**config.mk**
```make
export PLATFORM = sky130hd
export DESIGN_NAME = trigger_led_bank
export DESIGN_NICKNAME = d
export VERILOG_FILES = /design/src/rtl/trigger_led_pkg.sv /design/src/rtl/trigger_led_channel.sv /design/src/rtl/trigger_led_bank.sv
export SDC_FILE = /design/constraint.sdc
export NUM_CORES = 1
export LEC_CHECK = 0
export CAP_MARGIN = 20
export CORE_MARGIN = 3
export CORE_UTILIZATION = 45
export CTS_CLUSTER_SIZE = 30
export DETAILED_ROUTE_END_ITERATION = 8
export DONT_BUFFER_PORTS = 1
export PLACE_DENSITY_LB_ADDON = 0.3
export SYNTH_ARGS = -nofsm -noshare
export SYNTH_HDL_FRONTEND = slang
export SYNTH_SLANG_ARGS = --single-unit
```
**constraint.sdc**
```tcl
create_clock -name clock -period 2.58 [get_ports clock]
set_clock_uncertainty 0.15 [all_clocks]
set_input_delay 0.516 -clock clock [delete_from_list [all_inputs] [get_ports clock]]
set_output_delay 0.516 -clock clock [all_outputs]
set_load 0.01 [all_outputs]
```
**src/rtl/trigger_led_pkg.sv**
```systemverilog
// Shared types and elaboration helpers for the multi-channel trigger LED bank.
`timescale 1ns/1ps
package trigger_led_pkg;

  typedef enum logic [1:0] {
    MODE_RETRIG  = 2'd0,
    MODE_ONESHOT = 2'd1,
    MODE_BLINK   = 2'd2,
    MODE_LATCH   = 2'd3
  } mode_e;

  typedef enum logic [1:0] {
    ST_IDLE    = 2'd0,
    ST_ACTIVE  = 2'd1,
    ST_LATCHED = 2'd2
  } state_e;

  // True when a CNT_W-bit counter can hold the value HOLD_CYCLES.
  function automatic bit cnt_width_ok(input int unsigned cnt_w, input longint unsigned hold);
    longint unsigned one;
    one = 64'd1;
    if (cnt_w >= 32'd63) return 1'b1;
    return (one << cnt_w) > hold;
  endfunction

endpackage

```
**src/rtl/trigger_led_channel.sv**
```systemverilog
// One trigger/LED channel: synchroniser, rising-edge detect, mode FSM, hold and blink counters.
`timescale 1ns/1ps
module trigger_led_channel
  import trigger_led_pkg::*;
#(
  parameter int unsigned HOLD_CYCLES = 1_000_000,
  parameter int unsigned BLINK_HALF  = 250_000,
  parameter int unsigned CNT_W       = 24,
  parameter int unsigned SYNC_STAGES = 2
) (
  input  logic  clock,
  input  logic  reset,
  input  logic  trigger_i,
  input  mode_e mode_i,
  input  logic  clear_i,
  output logic  led_o,
  output logic  busy_o,
  output logic  missed_o
);

  localparam logic [CNT_W-1:0] HOLD_LOAD  = CNT_W'(HOLD_CYCLES - 1);
  localparam logic [CNT_W-1:0] BLINK_LOAD = CNT_W'(BLINK_HALF - 1);

  logic [SYNC_STAGES-1:0] sync_q;
  logic                   prev_q;
  logic [SYNC_STAGES:0]   arm_q;
  logic                   rise;

  // arm_q keeps edge detection off until both the synchroniser and prev_q
  // hold real post-reset samples, so a trigger held high through reset is not an edge.
  always_ff @(posedge clock) begin
    if (!reset) begin
      sync_q <= '0;
      prev_q <= 1'b0;
      arm_q  <= '0;
    end else begin
      sync_q <= {sync_q[SYNC_STAGES-2:0], trigger_i};
      prev_q <= sync_q[SYNC_STAGES-1];
      arm_q  <= {arm_q[SYNC_STAGES-1:0], 1'b1};
    end
  end

  assign rise = sync_q[SYNC_STAGES-1] & ~prev_q & arm_q[SYNC_STAGES];

  state_e           state_q, state_d;
  mode_e            mode_q, mode_d;
  logic [CNT_W-1:0] cnt_q, cnt_d;
  logic [CNT_W-1:0] phase_q, phase_d;
  logic             led_q, led_d;
  logic             busy_q, busy_d;
  logic             missed_q, missed_d;

  always_ff @(posedge clock) begin
    if (!reset) begin
      state_q  <= ST_IDLE;
      mode_q   <= MODE_RETRIG;
      cnt_q    <= '0;
      phase_q  <= '0;
      led_q    <= 1'b0;
      busy_q   <= 1'b0;
      missed_q <= 1'b0;
    end else begin
      state_q  <= state_d;
      mode_q   <= mode_d;
      cnt_q    <= cnt_d;
      phase_q  <= phase_d;
      led_q    <= led_d;
      busy_q   <= busy_d;
      missed_q <= missed_d;
    end
  end

  always_comb begin
    state_d  = state_q;
    mode_d   = mode_q;
    cnt_d    = cnt_q;
    phase_d  = phase_q;
    led_d    = led_q;
    busy_d   = busy_q;
    missed_d = missed_q;
    if (clear_i) begin
      state_d  = ST_IDLE;
      cnt_d    = '0;
      phase_d  = '0;
      led_d    = 1'b0;
      busy_d   = 1'b0;
      missed_d = 1'b0;
    end else begin
      case (state_q)
        ST_IDLE: begin
          if (rise) begin
            mode_d  = mode_i;
            cnt_d   = HOLD_LOAD;
            phase_d = BLINK_LOAD;
            led_d   = 1'b1;
            busy_d  = 1'b1;
            state_d = (mode_i == MODE_LATCH) ? ST_LATCHED : ST_ACTIVE;
          end
        end
        ST_ACTIVE: begin
          // A retrigger reload takes precedence over expiry in the same cycle.
          if (rise && mode_q == MODE_RETRIG) begin
            cnt_d = HOLD_LOAD;
            led_d = 1'b1;
          end else begin
            if (rise) missed_d = 1'b1;
            if (cnt_q == '0) begin
              state_d = ST_IDLE;
              led_d   = 1'b0;
              busy_d  = 1'b0;
            end else begin
              cnt_d = cnt_q - CNT_W'(1);
              if (mode_q == MODE_BLINK) begin
                if (phase_q == '0) begin
                  led_d   = ~led_q;
                  phase_d = BLINK_LOAD;
                end else begin
                  phase_d = phase_q - CNT_W'(1);
                end
              end
            end
          end
        end
        ST_LATCHED: begin
          if (rise) missed_d = 1'b1;
        end
        default: state_d = ST_IDLE;
      endcase
    end
  end

  assign led_o    = led_q;
  assign busy_o   = busy_q;
  assign missed_o = missed_q;

endmodule

```
**src/rtl/trigger_led_bank.sv**
```systemverilog
// Multi-channel LED pulse stretcher: parameter checks and one trigger_led_channel per trigger input.
`timescale 1ns/1ps
module trigger_led_bank
  import trigger_led_pkg::*;
#(
  parameter int unsigned CHANNELS    = 4,
  parameter int unsigned HOLD_CYCLES = 1_000_000,
  parameter int unsigned BLINK_HALF  = 250_000,
  parameter int unsigned CNT_W       = 24,
  parameter int unsigned SYNC_STAGES = 2
) (
  input  logic                clock,
  input  logic                reset,
  input  logic [CHANNELS-1:0] trigger,
  input  logic [1:0]          mode,
  input  logic [CHANNELS-1:0] clear,
  output logic [CHANNELS-1:0] led,
  output logic [CHANNELS-1:0] busy,
  output logic [CHANNELS-1:0] missed
);

  if (!cnt_width_ok(CNT_W, longint'(HOLD_CYCLES))) begin : g_bad_cnt_w
    $error("trigger_led_bank: CNT_W too small for HOLD_CYCLES");
  end
  if (CHANNELS < 1 || CHANNELS > 16) begin : g_bad_channels
    $error("trigger_led_bank: CHANNELS must be 1..16");
  end
  if (HOLD_CYCLES < 2) begin : g_bad_hold
    $error("trigger_led_bank: HOLD_CYCLES must be >= 2");
  end
  if (BLINK_HALF < 1 || BLINK_HALF >= HOLD_CYCLES) begin : g_bad_blink
    $error("trigger_led_bank: BLINK_HALF must be >= 1 and < HOLD_CYCLES");
  end
  if (SYNC_STAGES < 2) begin : g_bad_sync
    $error("trigger_led_bank: SYNC_STAGES must be >= 2");
  end

  mode_e mode_s;
  assign mode_s = mode_e'(mode);

  for (genvar ch = 0; ch < CHANNELS; ch++) begin : g_ch
    trigger_led_channel #(
      .HOLD_CYCLES (HOLD_CYCLES),
      .BLINK_HALF  (BLINK_HALF),
      .CNT_W       (CNT_W),
      .SYNC_STAGES (SYNC_STAGES)
    ) u_ch (
      .clock     (clock),
      .reset     (reset),
      .trigger_i (trigger[ch]),
      .mode_i    (mode_s),
      .clear_i   (clear[ch]),
      .led_o     (led[ch]),
      .busy_o    (busy[ch]),
      .missed_o  (missed[ch])
    );
  end

endmodule
```
# After elaboration in Yosys (flattened, before gate mapping)
# Cells that the tools add are included.
dict set report totals {
  register_bits 244
  input_bits 12
  out_inout_bits 12
  word_cells 291
}
dict set report classes {
  add_sub_neg 8
  n_eq_ne 45
  muxes 109
  bitwise_logic 25
  n_reduce_logical 60
}
# cell n
set ops {}
lappend ops {{$mux W24} 32}
lappend ops {{$pmux W24 S2} 8}
lappend ops {{$logic_not A24 Y1} 8}
lappend ops {{$sub A24 B1 Y24 const B} 8}
lappend ops {{$reduce_and A4 Y1} 12}
lappend ops {{$mux W1} 40}
lappend ops {{$ne A4 B1 Y1 const B} 8}
lappend ops {{$mux W2} 13}
lappend ops {{$ne A2 B1 Y1 const B} 12}
lappend ops {{$pmux W1 S2} 12}
lappend ops {{$pmux W2 S3} 4}
lappend ops {{$reduce_and A3 Y1} 8}
lappend ops {{$reduce_and A5 Y1} 4}
lappend ops {{$eq A2 B2 Y1 const B} 9}
lappend ops {{$not A1 Y1} 17}
lappend ops {{$logic_not A2 Y1} 8}
lappend ops {{$ne A2 B2 Y1 const B} 8}
lappend ops {{$reduce_bool A2 Y1} 8}
lappend ops {{$ne A3 B2 Y1 const B} 4}
lappend ops {{$and A1 B1 Y1} 8}
lappend ops {{$eq A2 B1 Y1 const B} 4}
lappend ops {{$reduce_and A2 Y1} 4}
lappend ops {{$reduce_or A2 Y1} 4}
lappend ops {{$logic_and A1 B1 Y1} 4}

# Depth between registers and ports, before layout
# Gate-level depths: netlist of the first run.
dict set report depth {
  word_depth 6
  mapped_depth 10
  depth_no_buf 8
}

# Modules after synthesis
# Synthesis of the first run repeated with hierarchy kept, for this count alone.
dict set report unflattened {
  hier_cells 1392
  area_unflattened_um2 11921.4
}
# mod instances cells_each area_per_inst_um2 seq_area_each_um2
set by_module_without_submodules {}
lappend by_module_without_submodules {trigger_led_channel 4 348 2980.4 1221.2}

# Least setup slack after synthesis of the first run
# OpenSTA, ideal clock, no wires.
dict set report synth_timing {
  path_kind {register to register}
  startpoint {register g_ch[1].u_ch.cnt_q[0]}
  endpoint {register g_ch[1].u_ch.phase_q[10]}
  setup_ns 0.117
  arrival_ns 2.493
  required_time_ns 2.313
  path_slack_ns -0.180
  path_stages_with_launch 11
  path_buffers 2
  period_less_slack_ns 2.760
  cell_sequence {dfxtp_1 -> inv_1 -> ha_1 -> or4b_2 -> or4_4 -> o41a_1 -> buf_6 -> buf_8 -> nand4b_1 -> xor2_1 -> nor2_1}
}
dict set report synth_via {
  elab_chain_cells 3
}
# item line
set synth_rtl {}
lappend synth_rtl {{from (decl)} trigger_led_channel.sv:47} ;# logic [CNT_W-1:0] cnt_q, cnt_d;
lappend synth_rtl {{from (signal assigned)} trigger_led_channel.sv:65} ;# cnt_q <= cnt_d;
lappend synth_rtl {{$logic_not A24 Y1} trigger_led_channel.sv:107} ;# if (cnt_q == '0) begin
lappend synth_rtl {{$ne A2 B2 Y1 (no source line)} -}
lappend synth_rtl {{$reduce_and A5 Y1 (no source line)} -}
lappend synth_rtl {{to (signal assigned)} trigger_led_channel.sv:66} ;# phase_q <= phase_d;
lappend synth_rtl {{to (decl)} trigger_led_channel.sv:48} ;# logic [CNT_W-1:0] phase_q, phase_d;
# Every way passes these cells.
# A chain may end at the register's enable or synchronous reset.

# Final worst setup path of the first run
dict set report layout_timing {
  startpoint {register g_ch[1].u_ch.cnt_q[0]}
  endpoint {register g_ch[1].u_ch.cnt_q[5]}
}
dict set report layout_via {
  elab_chain_cells 4
  word_cells_on_any_way 7
  cone_classes {1 x add/sub; 1 x eq/ne; 3 x mux; 2 x reduce/logical}
}
# item line
set layout_rtl {}
lappend layout_rtl {{$sub A24 B1 Y24} trigger_led_channel.sv:112} ;# cnt_d = cnt_q - CNT_W'(1);
lappend layout_rtl {{$mux W24} trigger_led_channel.sv:107}
lappend layout_rtl {{$mux W24} trigger_led_channel.sv:102} ;# if (rise && mode_q == MODE_RETRIG) begin
lappend layout_rtl {{$pmux W24 S2} trigger_led_channel.sv:89} ;# case (state_q)
# Several ways; a longest one is shown, not always the timed one. The select of a mux whose other input is x is not followed.

==> metrics.md, run 1 <==
| Metric | Value |
|---|---|
| Count of final setup violators | 39 |
| Worst-Margin Slew | 0.860 ns |
| Max-Cap Viols | 0 |
| Antenna diodes | 0 |
| Fin area | 13,700 um2 |
| DRC | 0 |
| CP Capture Type | flip-flop |
| Fin worst setup slack | -0.144 ns |
| R2R Path Start | g_ch[1].u_ch.cnt_q[0] |
| Post-Syn Area | 11,500 um2 |
| Final hold violation count | 0 |
| Via density | 5.54 |
| Num rows | 57 |
| Hold crit path type | primary input to flip-flop |
| Clk buf depth | 3 |
| Synth area leader | dfxtp_1 |
| Overflow left after global routing | 0 |
| Delay-heaviest family, CP | simple AND/OR/NAND/NOR gates |
| Pleak | 5.09 nW |
| Full die area | 27,400 um2 |
| Slew HR | 0.427 |
| Yosys warning total | 0 |
| Failing checks | setup timing |
| Fin util | 0.557 |
| #FFs+latches synth | 235 |
| WHS | 0.0198 ns |
| Core box area | 24,700 um2 |
| Dominant cells by area after synthesis | dfxtp_1, xnor2_1, nor2_1 |
| Synth Net Count | 1,380 |
| Detailed Routing Iterations Pass 1 | 5 |
| Initial antenna violation count | 0 |
| Critical Path Start Type | flip-flop |
| Area growth from synthesis to layout | 19.8% |
| Vias | 9,902 |
| Max Slew Vio Count | 0 |
| Nets | 1,472 |
| IO Port Bufs | 0 |
| Sequential share of the synthesized area | 0.410 |
| Syn Inst Count | 1,352 |
| Netlist cell types | 75 |
| WP buf/inv | 2 |
| I/O pins | 24 |
| Sink Count | 235 |
| Initial core utilization | 0.465 |
| Status | finished, violations left |
| Critical Path Fanout Max | 11 |
| Global-route wire length before repair | 44.4 mm |
| CP required | 2.83 ns |
| Period utilization | 1.06 |
| CP max stage delay | 0.59 ns |
| Routability Congestion | 0.800 |
| Most frequent cells in the layout | dfxtp_1, nor2_1, buf_4, a21oi_1, xnor2_1 |
| Total track usage | 0.183 |
| Largest net degree at the start of global routing | 27 |
| P per Cell Area | 583 nW/um2 |
| Post-Synthesis Mean Instance Area | 8.48 um2 |
| Wirelength per Cell | 14.8 um |
| Later-pin clock latency in the skew report | 0.53 ns |
| Dpl cell area | 12,400 um2 |
| Die width | 166 um |
| Number of buffers created by CTS | 26 |
| Detailed placer's ending HPWL | 17.9 mm |
| EDFF count, synth | 0 |
| Min-delay src | mode[0] |
| Max Freq | 367 MHz |
| RSZ-0062 raised after global routing | yes |
| Post-synth ARST share | 0 |
| Share of cells above drive strength 1 | 0.166 |
| Max H-tree Level | 1 |
| Final Critical Period | 2.72 ns |
| Die Y | 166 um |
| Origin of the worst setup path | g_ch[1].u_ch.cnt_q[0] |
| Root Driver | clkbuf_16 |
| CP Cell Sequence | inv_2, ha_1, or4b_4, or4_4, o31a_1, o21ai_1, buf_4, xor2_1, a21oi_1 |
| Predominant post-synthesis flop cell | dfxtp_1 |
| Critical path class | flip-flop to flip-flop |
| DRT antenna net count | 0 |
| Vias in the first global route | 9,346 |
| Yosys top cell area share | 0.410 |
| Crit path DAT | 2.97 ns |
| CP max stage cell | or4_4 |
| Most common cell after layout, fill and taps aside | dfxtp_1 |
| Total Power | 0.00801 W |
| Filler cells | 2,225 |
| Final WL | 26.5 mm |
| Initial drt markers | 489 |
| Setup TNS | -2.74 ns |
| Peak supply drop | 0.475 mV |
| CTS tree | built |
| CTS clk-pin slew, worst paths | 0.06 ns |
## metrics by stage
step	worst slack (ns)	instances
after floorplan	-0.0531	1352
after global placement	-0.0950	1722
after detailed placement	-0.132	1722
after CTS	-0.141	1779
after global routing	-0.254	1788
final	-0.144	1788
## state kept, by name (all words and copies together) (netlist names)
register and cells:
g_ch.u_ch.led_o 4, g_ch.u_ch.cnt_q 96, g_ch.u_ch.missed_o 4, g_ch.u_ch.mode_q 8, g_ch.u_ch.arm_q 3, g_ch.u_ch.busy_o 4, g_ch.u_ch.state_q 8, g_ch.u_ch.phase_q 96
g_ch.u_ch.sync_q 8, g_ch.u_ch.prev_q 4
## per-layer routing
| metal | wire length [um] | global-route usage | up-vias |
|---|---|---|---|
| met5 | 0 | 0 | - |
| met4 | 478 | 0.0416 | 0 |
| met3 | 1010 | 0.0307 | 34 |
| met2 | 12600 | 0.316 | 134 |
| met1 | 12500 | 0.241 | 4693 |
| li1 | - | - | 5041 |
## final cells by class
type / instances / area, um2 / area share
Timing Repair Buffer: 139 / 1100 / 0.0798
Clock inverter: 4 / 95.1 / 0.00692
Tap cell: 324 / 405 / 0.0295
Sequential cell: 235 / 4710 / 0.343
Inverter: 31 / 116 / 0.00847
Clock buffer: 44 / 830 / 0.0604
Multi-Input combinational cell: 1011 / 6490 / 0.472
## Yosys cell counts, types with 5 or more instances
| library cell | number |
|---|---|
| a311oi_1 | 24 |
| nand2b_1 | 18 |
| or2_2 | 10 |
| o21a_1 | 6 |
| nand4b_1 | 9 |
| ha_1 | 16 |
| mux2i_1 | 5 |
| nand4_1 | 15 |
| and3b_1 | 5 |
| o21ai_0 | 45 |
| inv_1 | 31 |
| or3_1 | 36 |
| buf_2 | 8 |
| o41ai_1 | 5 |
| xnor2_1 | 90 |
| a31oi_1 | 9 |
| nor3_1 | 78 |
| and2_1 | 21 |
| a21oi_1 | 110 |
| nor2b_1 | 15 |
| dfxtp_1 | 235 |
| o31ai_1 | 11 |
| nor2_1 | 171 |
| nand3_1 | 25 |
| nand3b_1 | 9 |
| or4_1 | 22 |
| nor4_1 | 46 |
| a2111oi_0 | 7 |
| buf_4 | 14 |
| o21ai_1 | 8 |
| xor2_1 | 44 |
| a211oi_1 | 7 |
| clkbuf_1 | 48 |
| nand2_1 | 68 |
| a21boi_0 | 5 |
## report_power, final
part / internal [W] / switching (W) / total [W]
Combinational: 0.000178 / 0.000239 / 0.000417
Sequential: 0.00366 / 0.0000231 / 0.00368
Clock: 0.00247 / 0.00145 / 0.00392
## worst reg2reg max path: cells and delay by family, from the launching register on
| family | cells | cell delay (ns) |
|---|---|---|
| AO/OA/AOI/OAI | 3 | 0.58 |
| buffers and inverters | 2 | 0.23 |
| AND/OR/NAND/NOR | 2 | 1.03 |
| adder cells (fa/ha/maj) | 1 | 0.13 |
| XOR/XNOR | 1 | 0.15 |
| flip-flops | 1 | 0.32 |
## timing repair
| item | CTS | global route |
|---|---|---|
| hold buffers | 7 | 0 |
| buffers inserted | 1 | 9 |
| pin swaps | 6 | 17 |
| gates resized for setup | 11 | 47 |
| hold endpoints to repair | 23 | 0 |
| gates cloned | 1 | 0 |
| endpoints found under the setup margin | 80 | 134 |
## path summary, 6_finish.rpt
| path | end | slack [ns] | depth (start not counted) |
|---|---|---|---|
| worst max-delay path | g_ch[1].u_ch.cnt_q[5] | -0.14 | 9 |
| worst min-delay path | g_ch[2].u_ch.mode_q[0] | 0.02 | 2 |
| worst max register to register | g_ch[1].u_ch.cnt_q[5] | -0.14 | 9 |
| worst min register to register | g_ch[2].u_ch.arm_q[2] | 0.28 | 1 |
## cells by family (layout without fill, tap and decap cells)
group | after synthesis | in the layout | synth area share
compound gates | 271 | 271 | 0.151
mux | 6 | 6 | 0.00534
buf+inv | 106 | 218 | 0.0425
xor+xnor | 134 | 134 | 0.102
simple gates | 584 | 584 | 0.271
flops | 235 | 235 | 0.410
fa+ha+maj | 16 | 16 | 0.0175
(Power assumes the default switching activity.)
==> run 2, diff against run 1 <==
- CORE_MARGIN: 3 -> unset
- clock period: 2.58 -> 2.9 ns (I/O delays scaled with it)
==> metrics.md, run 2 (same netlist as run 1, synthesis figures left out) <==
| Metric | Value |
|---|---|
| Status | finished clean (was finished, violations left) |
| Initial core utilization | 0.457 (was 0.465) |
| WHS | 0.0305 ns (was 0.0198 ns) |
| Die Y | 162 um (was 166 um) |
| Detailed placer's ending HPWL | 17.0 mm (was 17.9 mm) |
| Number of buffers created by CTS | 27 (was 26) |
| Max H-tree Level | 1 (unchanged) |
| Antenna diodes | 0 (unchanged) |
| Vias | 9,541 (was 9,902) |
| Final WL | 24.9 mm (was 26.5 mm) |
| Min-delay src | reset (was mode[0]) |
| Die width | 162 um (was 166 um) |
| Pleak | 4.66 nW (was 5.09 nW) |
| R2R Path End | g_ch[1].u_ch.phase_q[15] (was g_ch[1].u_ch.cnt_q[5]) |
| I/O pins | 24 (unchanged) |
| Fin util | 0.513 (was 0.557) |
| IO Port Bufs | 0 (unchanged) |
| Final hold violation count | 0 (unchanged) |
| Root Driver | clkbuf_16 (unchanged) |
| Final Critical Period | 2.80 ns (was 2.72 ns) |
| Most common cell after layout, fill and taps aside | dfxtp_1 (unchanged) |
| Total track usage | 0.191 (was 0.183) |
| Detailed Routing Iterations Pass 1 | 5 (unchanged) |
| Core box area | 25,100 um2 (was 24,700 um2) |
| DRC | 0 (unchanged) |
| Initial antenna violation count | 0 (unchanged) |
| Count of final setup violators | 0 (was 39) |
| Vias in the first global route | 8,908 (was 9,346) |
| P per Cell Area | 556 nW/um2 (was 583 nW/um2) |
| Area growth from synthesis to layout | 12.3% (was 19.8%) |
| DRT antenna net count | 0 (unchanged) |
| Period utilization | 0.966 (was 1.06) |
| Slew HR | 0.295 (was 0.427) |
| Crit path DAT | 3.04 ns (was 2.97 ns) |
| Most frequent cells in the layout | dfxtp_1, nor2_1, a21oi_1, xnor2_1, nor3_1 (was dfxtp_1, nor2_1, buf_4, a21oi_1, xnor2_1) |
| R2R cell count | 9 (unchanged) |
| Later-pin clock latency in the skew report | 0.53 ns (about the same) |
| CTS clk-pin slew, worst paths | 0.06 ns (about the same) |
| Critical path class | flip-flop to flip-flop (unchanged) |
| Reg-to-reg slack, setup | 0.1 ns (was -0.14 ns) |
| Clk buf depth | 3 (unchanged) |
| CP Capture Type | flip-flop (unchanged) |
| CP max stage delay | 0.58 ns (was 0.59 ns) |
| CP Cell Sequence | inv_2, ha_1, or4b_2, or4_4, o41a_1, buf_4, nand3_1, xor2_1, a21oi_1 (was inv_2, ha_1, or4b_4, or4_4, o31a_1, o21ai_1, buf_4, xor2_1, a21oi_1) |
| CP required | 3.14 ns (was 2.83 ns) |
| Wirelength per Cell | 14.6 um (was 14.8 um) |
| Share of cells above drive strength 1 | 0.0967 (was 0.166) |
| WHS Path Cells | 1 (was 2) |
| Hold crit path type | primary input to flip-flop (unchanged) |
| Peak supply drop | 0.492 mV (was 0.475 mV) |
| Critical Path Start Type | flip-flop (unchanged) |
| Max Slew Vio Count | 0 (unchanged) |
| Setup TNS | 0 ns (was -2.74 ns) |
| Top flop regs | g_ch.u_ch.cnt_q: 96 flops, g_ch.u_ch.phase_q: 96 flops (unchanged) |
| Sink Count | 235 (unchanged) |
| Via density | 5.59 (was 5.54) |
| Nets | 1,384 (was 1,472) |
| Routability Congestion | 0.817 (was 0.800) |
| Global-route wire length before repair | 42.5 mm (was 44.4 mm) |
| Max-Cap Viols | 0 (unchanged) |
| CP max stage cell | or4b_2 (was or4_4) |
| Num rows | 58 (was 57) |
| Max Freq | 357 MHz (was 367 MHz) |
| Worst-Margin Slew | 1.06 ns (was 0.860 ns) |
| Total Power | 0.00717 W (was 0.00801 W) |
| Critical Path Fanout Max | 8 (was 11) |
| Largest net degree at the start of global routing | 32 (was 27) |
| Initial drt markers | 605 (was 489) |
| RSZ-0062 raised after global routing | no (was yes) |
| Overflow left after global routing | 0 (unchanged) |
| R2R Path Start | g_ch[1].u_ch.cnt_q[1] (was g_ch[1].u_ch.cnt_q[0]) |
| CTS tree | built (unchanged) |
| Worst Hold End | g_ch[0].u_ch.sync_q[0] (was g_ch[2].u_ch.mode_q[0]) |
| Full die area | 26,100 um2 (was 27,400 um2) |
run 2: cell count changes in the layout (fill, tap and decap cells not counted), sizes merged:
cell	change
clkinv	+6
dlygate4sd3	-6
buf	-83
clkbuf	-8
inv	+1
bufinv	+2
run 2: worst max-delay path, delay by kind of cell, from the launching register on:
kind	cells	cell delay, ns
simple gates	3	1.14
compound gates	2	0.53
flops	1	0.33
buf+inv	2	0.25
xor+xnor	1	0.14
fa+ha+maj	1	0.12
run 2: what timing repair did:
item | CTS | global route
setup buffers | 0 | 1
endpoints found under the hold margin | 1 | 0
hold buffers | 1 | 0
resized for setup | 0 | 13
setup endpoints to repair | 0 | 30
run 2: stage by stage:
step	instance area, um2	setup WS, ns	instances
3_3_place_gp	11900	0.111	1653
2_1_floorplan	11500	0.140	1352
5_1_grt	12900	0.00353	1706
3_5_place_dp	11900	0.0671	1653
4_1_cts	12800	0.0490	1703
6_report	12900	0.0999	1706
run 2: layout make-up:
type	count	area [um2]
fill	2353	12200
multi-input combinational	1011	6300
sequential	235	4710
clock buffer	36	759
tap	330	413
timing repair buffer	50	399
clock inverter	13	194
inverter	31	116
run 2: worst max path at each step:
| stage | from | to | slack [ns] | cells after the start |
|---|---|---|---|---|
| floorplan | g_ch[1].u_ch.cnt_q[0] | g_ch[1].u_ch.phase_q[10] | 0.14 | 10 |
| global placement | g_ch[1].u_ch.cnt_q[1] | g_ch[1].u_ch.phase_q[11] | 0.11 | 9 |
| detailed placement | g_ch[1].u_ch.cnt_q[1] | g_ch[1].u_ch.phase_q[11] | 0.07 | 9 |
| CTS | g_ch[1].u_ch.cnt_q[1] | g_ch[1].u_ch.phase_q[11] | 0.05 | 9 |
| global route | g_ch[1].u_ch.cnt_q[0] | g_ch[1].u_ch.phase_q[10] | 0.004 | 9 |
| finish | g_ch[1].u_ch.cnt_q[1] | g_ch[1].u_ch.phase_q[15] | 0.1 | 9 |
run 2: power by group:
group / switching [W] / leakage, nW / internal (W)
registers: 0.0000206 / 1.90 / 0.00325
clock network: 0.00132 / 0.476 / 0.00227
logic: 0.000189 / 2.29 / 0.000112
total: 0.00153 / 4.66 / 0.00564
run 2: metal layers:
metal  up-vias  global-route usage  part of all wire
met5         -                   0                 0
met1      4495               0.260              0.49
met2       135               0.313              0.45
met3        31              0.0370             0.046
met4         0              0.0390             0.014
li1       4880                   -                 -
